## config.mk

```make
export PLATFORM = sky130hd
export DESIGN_NAME = kyber_op_scheduler
export DESIGN_NICKNAME = d
export VERILOG_FILES = /design/src/rtl/kyber_op_scheduler.sv
export SDC_FILE = /design/constraint.sdc
export NUM_CORES = 1
export LEC_CHECK = 0
export CAP_MARGIN = 10
export CORE_MARGIN = 3
export CORE_UTILIZATION = 46
export CTS_CLUSTER_SIZE = 8
export DETAILED_ROUTE_END_ITERATION = 8
export PLACE_DENSITY = 0.77
export SLEW_MARGIN = 20
export SYNTH_ARGS = -nofsm -noshare
export SYNTH_HDL_FRONTEND = slang
export SYNTH_SLANG_ARGS = --single-unit
export TNS_END_PERCENT = 50
```

## constraint.sdc

```tcl
create_clock -name clk -period 2.25 [get_ports clk]
set_input_delay 0.45 -clock clk [delete_from_list [all_inputs] [get_ports clk]]
set_output_delay 0.45 -clock clk [all_outputs]
set_load 0.02 [all_outputs]
```

## src/rtl/kyber_op_scheduler.sv

```systemverilog
// Shares one Kyber core between NUM_REQ requesters: round-robin grant, mode check,
// single-cycle core start, completion wait with a watchdog, per-requester done pulse.
module kyber_op_scheduler #(
  parameter int NUM_REQ     = 2,
  parameter int TIMEOUT_CYC = 1024,
  parameter int ID_W        = (NUM_REQ > 1) ? $clog2(NUM_REQ) : 1
) (
  input  logic                 clk,
  input  logic                 rst_n,
  input  logic [NUM_REQ-1:0]   req,
  input  logic [2*NUM_REQ-1:0] req_mode,
  output logic [NUM_REQ-1:0]   done,
  output logic [1:0]           err,
  output logic                 busy,
  output logic [ID_W-1:0]      grant_id,
  output logic                 core_start,
  output logic [1:0]           core_mode,
  input  logic                 core_finish,
  output logic                 spurious
);

  localparam int              TW      = $clog2(TIMEOUT_CYC);
  localparam logic [TW-1:0]   T_LAST  = TW'(TIMEOUT_CYC - 1);
  localparam logic [ID_W-1:0] RR_INIT = ID_W'(NUM_REQ - 1);

  typedef enum logic [1:0] {IDLE, ISSUE, WAIT, DONE} state_e;

  state_e          state_q, state_d;
  logic [ID_W-1:0] rr_q, gnt_idx, owner_d;
  logic            gnt_found;
  logic [1:0]      gnt_mode, err_d;
  logic [TW-1:0]   timer_q;
  int              idx;

  // Search starts one past the last owner so a held request cannot starve others.
  always_comb begin
    gnt_found = 1'b0;
    gnt_idx   = '0;
    idx       = 0;
    for (int k = 1; k <= NUM_REQ; k++) begin
      idx = int'(rr_q) + k;
      if (idx >= NUM_REQ) idx = idx - NUM_REQ;
      if (!gnt_found && req[idx]) begin
        gnt_found = 1'b1;
        gnt_idx   = ID_W'(idx);
      end
    end
  end

  assign gnt_mode = req_mode[2*int'(gnt_idx) +: 2];
  assign owner_d  = (state_q == IDLE) ? gnt_idx : grant_id;

  always_comb begin
    state_d = state_q;
    err_d   = err;
    case (state_q)
      IDLE: if (gnt_found) begin
        if (gnt_mode == 2'b11) begin
          state_d = DONE;
          err_d   = 2'b01;
        end else begin
          state_d = ISSUE;
        end
      end
      ISSUE: state_d = WAIT;
      WAIT: if (core_finish) begin
        state_d = DONE;
        err_d   = 2'b00;
      end else if (timer_q == T_LAST) begin
        state_d = DONE;
        err_d   = 2'b10;
      end
      DONE: state_d = IDLE;
      default: state_d = IDLE;
    endcase
  end

  always_ff @(posedge clk or negedge rst_n) begin
    if (!rst_n) begin
      state_q    <= IDLE;
      done       <= '0;
      err        <= 2'b00;
      busy       <= 1'b0;
      grant_id   <= '0;
      core_start <= 1'b0;
      core_mode  <= 2'b00;
      spurious   <= 1'b0;
      timer_q    <= '0;
      rr_q       <= RR_INIT;
    end else begin
      state_q    <= state_d;
      busy       <= (state_d != IDLE);
      core_start <= (state_d == ISSUE);
      err        <= err_d;
      done       <= '0;
      if (state_d == DONE) done[owner_d] <= 1'b1;
      // Illegal ops never reach the core, so core_mode keeps its previous value.
      if (state_q == IDLE && gnt_found) begin
        grant_id <= gnt_idx;
        if (gnt_mode != 2'b11) core_mode <= gnt_mode;
      end
      if (state_q == DONE) rr_q <= grant_id;
      if (state_q == ISSUE)
        timer_q <= '0;
      else if (state_q == WAIT && timer_q != '1)
        timer_q <= timer_q + 1'b1;
      if (core_finish && state_q != WAIT) spurious <= 1'b1;
    end
  end

endmodule
```

Word-level counts from Yosys, hierarchy flattened
Index checks and enable logic that the tools add are counted.

Bits in registers: 23. Bits in latches: 0. Memory bits (writable): 0. Bits in read-only memories: 0. Input bits: 9. Output and inout port bits: 10. Logic and storage cells: 75. Memories kept: 0.

Add/sub/neg operators: 5. $mul: 0. Divide/modulo/power cells: 0. Order comparisons: 6. Eq/ne operators: 13. Shift-type cells: 1. Multiplexer cells: 28. Bitwise operators: 0. Reductions and logical operators: 12.

Operators with widths (number): $lt A32 B3 Y1 const B (2); $mux W32 (2); $mux W10 (2); $mux W2 (9); $mux W1 (12); $add A10 B1 Y10 const B (1); $eq A10 B10 Y1 const B (1); $ne A10 B10 Y1 const B (1); $eq A2 B2 Y1 const B (4); $pmux W2 S4 (1); $ne A2 B2 Y1 const B (3); $reduce_bool A2 Y1 (3); $logic_and A1 B1 Y1 (5); $eq A2 B1 Y1 const B (2); $pmux W2 S2 (1); $reduce_and A4 Y1 (1); $shiftx A4 B3 Y2 (1); $sub A3 B2 Y4 const B (1); $add A1 B2 Y3 const B (1); $ge A3 B2 Y1 const B (1); $ne A3 B3 Y1 const B (1); $sub A2 B2 Y3 const B (1); $add A1 B1 Y2 const B (1); $ge A2 B2 Y1 const B (1); other kinds (7) (7).

Longest topological paths before layout
Depth after elaboration: 17. Depth in mapped cells: 6. Depth with buffers taken out: 5.

Worst setup path before layout
No wires, ideal clock.

Path kind: input -> register. From: input port req[1]. To: register done[0]. Library setup time: 0.137 ns. Data arrival time: 1.384 ns. Data required time: 2.113 ns. Slack: 0.729 ns. Stages: 5. Path buffers: 1. Path through: or2_2 > and2_1 > clkbuf_1 > a221oi_2 > nor3_1.

Word-level cells in the longest chain between the ends: 14. Elaborated cells on any way between the ends: 25. Classes of those cells: order compare: 2; eq/ne: 2; shift: 1; mux: 17; reduce/logical: 3.

Ends and longest elaborated chain: start, declared (RTL line 10) `input logic [NUM_REQ-1:0] req,`; $mux W1 (implied by the code) (3 in a row) (RTL line 43) `if (!gnt_found && req[idx]) begin`; $mux W1 (RTL line 43); $logic_not A1 Y1 (RTL line 43); $logic_and A1 B1 Y1 (RTL line 43); $mux W1 (RTL line 43); $shiftx A4 B3 Y2 (RTL line 50) `assign gnt_mode = req_mode[2*int'(gnt_idx) +: 2];`; $eq A2 B2 Y1 (RTL line 58) `if (gnt_mode == 2'b11) begin`; $mux W2 (RTL line 58); $mux W2 (RTL line 57) `IDLE: if (gnt_found) begin`; $pmux W2 S4 (RTL line 56) `case (state_q)`; $eq A2 B2 Y1 (RTL line 96) `if (state_d == DONE) done[owner_d] <= 1'b1;`; $mux W2 * (RTL line 96); end signal, assigned (RTL line 81) `done <= '0;`; end signal, assigned (RTL line 95) `done <= '0;`; end signal, assigned by index (RTL line 96); end, declared (RTL line 12) `output logic [NUM_REQ-1:0] done,`.

Every way passes the cells marked *; elsewhere a longest branch is shown, timed or not. The select of a mux whose other input is x is not followed. A chain may end at the register's enable or synchronous reset.

Final worst setup path
From: register spurious. To: output port spurious.

RTL lines: start, declared (RTL line 19) `output logic spurious`; start signal, assigned (RTL line 87) `spurious <= 1'b0;`; start signal, assigned (RTL line 107) `if (core_finish && state_q != WAIT) spurious <= 1'b1;`.

No word-level cell between the ends.

==> reports/metrics.yaml <==
drt:
  drt_first_iter_violations: 24
  drt.antenna.violating_nets: 0
  drc: 0
  firstDrtPassIters: 4
  drt_wl_total_um: 2380
  vias: 993
  drt-wirelength-per-cell_um: 14.1
  vias_per_cell: 5.88
synthesis:
  ys_seq_area_share_pct: 49.8
  syn_nets: 132
  netlist_instances: 122
  yosysMostFrequentCell: "dfrtp_1"
  synthArstFlopShare_pct: 100
  yosys-top-cells-area: "dfrtp_1 (48%), nand2_1 (6.2%), a21oi_1 (3.9%)"
  netlist.area_leader.share_pct: 47.6
  netlist_top_cells_count: "dfrtp_1 (22), nand2_1 (19), a21oi_1 (9), nor2_1 (6), nor3_1 (5)"
  ys_ff_latch: 23
  yosysTopAreaCell: "dfrtp_1"
  ys_types: 39
  synth_top_flop_cell: "dfrtp_1"
  netlist_area_mm2: 0.00116
  synth-edff-count: 0
  synth_warnings: 0
  syn_avg_cell_area_um2: 9.49
setup_path:
  end_kind: "primary output"
  cp_max_fo: 2
  crit_slowest_cell: "clkdlybuf4s50_1"
  crit_family: "buffers and inverters"
  r2r_end: "done[0]"
  r2r_cells: 4
  path_depth: 1
  worstPathCellList: "clkdlybuf4s50_1"
  critPathLaunch: "spurious"
  timing.rr.start: "state_q[1]"
  max_stage_delay_ps: 630
  r2r_slack_ps: 550
  critPathRequiredTime_ps: 1800
  critPathArrivalTime_ps: 1300
  criticalPathCategory: "reg -> out"
  start_kind: "flop"
  crit_path_end: "spurious"
  cp_num_buf_inv: 1
cts:
  cts_resized: 0
  cts_tree: "built"
  postCtsSetupBuffers: 0
  h-tree-depth: 1
  hold_buffers: 0
  root_buffer: "clkbuf_4"
  cts.sink_count: 23
  cts.path.max_buffers: 2
  cts_buffers: 3
  clkLatencyLatePin_ps: 300
  clkTransAtPathRegs_ps: 120
die:
  ios: 19
  initial_core_util_pct: 50.4
  core_mm2: 0.00230
  die-area_mm2: 0.00315
  row_count: 17
  die_y_um: 56.2
  die_w_um: 56.2
placement:
  hpwl_um: 1830
  portBuffers: 18
  place_area_mm2: 0.00136
  dp_cells: 165
  gp_congestion: 0.831
sta:
  slew_headroom_pct: 62.9
  whs_ps: 488
  post-route-period-util_pct: 77.9
  fmax_mhz: 571
  drv_slew: 0
  worstMarginPinSlew_ps: 555
  min_period_ps: 1750
  rsz0062_at_grt: "no"
  finalSetupTns_ps: 0
  setup_viol: 0
  fin_skew_ps: 6.84
  hold_violations: 0
grt:
  grt_overflow: 0
  grt_pass1_wl_um: 4190
  antenna_found_initial: 0
  grt_max_degree: 20
  gr-usage-all-layers_pct: 16.8
  first_global_vias: 922
cells_and_area:
  design_area_mm2: 0.00139
  area_delta_synth_final_pct: 20.1
  seqCellArea_um2: 577
  antenna_cells: 0
  fill_cells: 201
  multiInputGateArea_um2: 534
  postLayoutCoreUtil_pct: 60.5
  nets: 152
  instances_no_fill: 169
  drive_gt1_share_pct: 8.51
power_and_ir_drop:
  powerDensity_mw_per_mm2: 1110
  ir_drop_mv: 0.741
  netSwitchingPower_mw: 0.635
  power.share.combinational_pct: 41.8
  pwr-share-seq_pct: 46.3
  p_clk_share_pct: 11.9
  leakage_nw: 0.584
  netSwitchingFraction_pct: 41.2
  p_int_mw: 0.905
min_path:
  hold_path.class: "in -> async"
run_status:
  status: "finished clean"
job:
  max_cap_viol_count: 0
## worst min path at each step
stage / to / slack (ps) / cells past startpoint
finish: timer_q[6] / 490 / 1
global route: timer_q[9] / 520 / 1
CTS: err[0] / 490 / 1
detailed placement: err[0] / 460 / 1
global placement: spurious / 440 / 1
floorplan: busy / 150 / 0
## power groups by stage
stage          combinational (mW)  sequential [mW]  clock [mW]
6_report                    0.643            0.713       0.184
5_1_grt                     0.713            0.738       0.213
4_1_cts                     0.649            0.709       0.192
3_5_place_dp                0.647            0.715           0
3_3_place_gp                0.629            0.714           0
2_1_floorplan               0.409            0.708           0
## through the flow
stage / power (mW) / setup WS [ps]
2_1_floorplan: 1.12 / 729
3_3_place_gp: 1.34 / 327
3_5_place_dp: 1.36 / 260
4_1_cts: 1.55 / 474
5_1_grt: 1.66 / 365
6_report: 1.54 / 498
## cells in the final DEF, fill, tap and decap left out, drive strengths merged, types with 3 or more instances in the layout
cell / Yosys / final
mux2i: 3 / 3
inv: 4 / 4
nand2: 19 / 19
nor2: 6 / 6
clkdlybuf4s50: 0 / 18
o21ai: 6 / 6
a21o: 4 / 4
buf: 3 / 3
a211oi: 3 / 3
a21oi: 10 / 10
clkbuf: 3 / 4
nand3: 4 / 4
a41oi: 3 / 3
nor3: 5 / 5
dfrtp: 22 / 22
## per-layer routing
layer | up-vias | wire [µm] | track usage [%]
li1 | 480 | - | -
met1 | 480 | 1050 | 21.0
met2 | 29 | 1190 | 28.4
met3 | 4 | 121 | 3.48
met4 | 0 | 26 | 6.10
met5 | - | 0 | 0
## final cells by class
class,count,area share [%]
Timing Repair Buffer,21,14.6
Clock buffer,4,1.89
Sequential cell,23,41.5
Tap cell,28,2.52
Inverter,4,1.08
Multi-Input combinational cell,89,38.4
## cell families (layout without fill, tap and decap cells)
| family | Yosys count | after routing | synth area share, % |
|---|---|---|---|
| and+or+nand+nor | 50 | 50 | 21.5 |
| AOI/OAI and AO/OA | 35 | 35 | 21.0 |
| DFF | 23 | 23 | 49.8 |
| buffers and inverters | 10 | 29 | 4.00 |
| muxes | 3 | 3 | 2.59 |
| adders and majority gates | 1 | 1 | 1.08 |
## worst reg2reg max path, delay by kind of cell (launching register included)
kind / cells / cell delay [ps]
flops: 1 / 720
simple gates: 3 / 530
compound gates: 1 / 330
## state kept, by name, indices dropped and copies added, names as in the netlist
name,cells
err,2
rr_q,1
state_q,2
core_start,1
busy,1
grant_id,1
core_mode,2
done,2
spurious,1
timer_q,10
(Power assumes the default switching activity.)
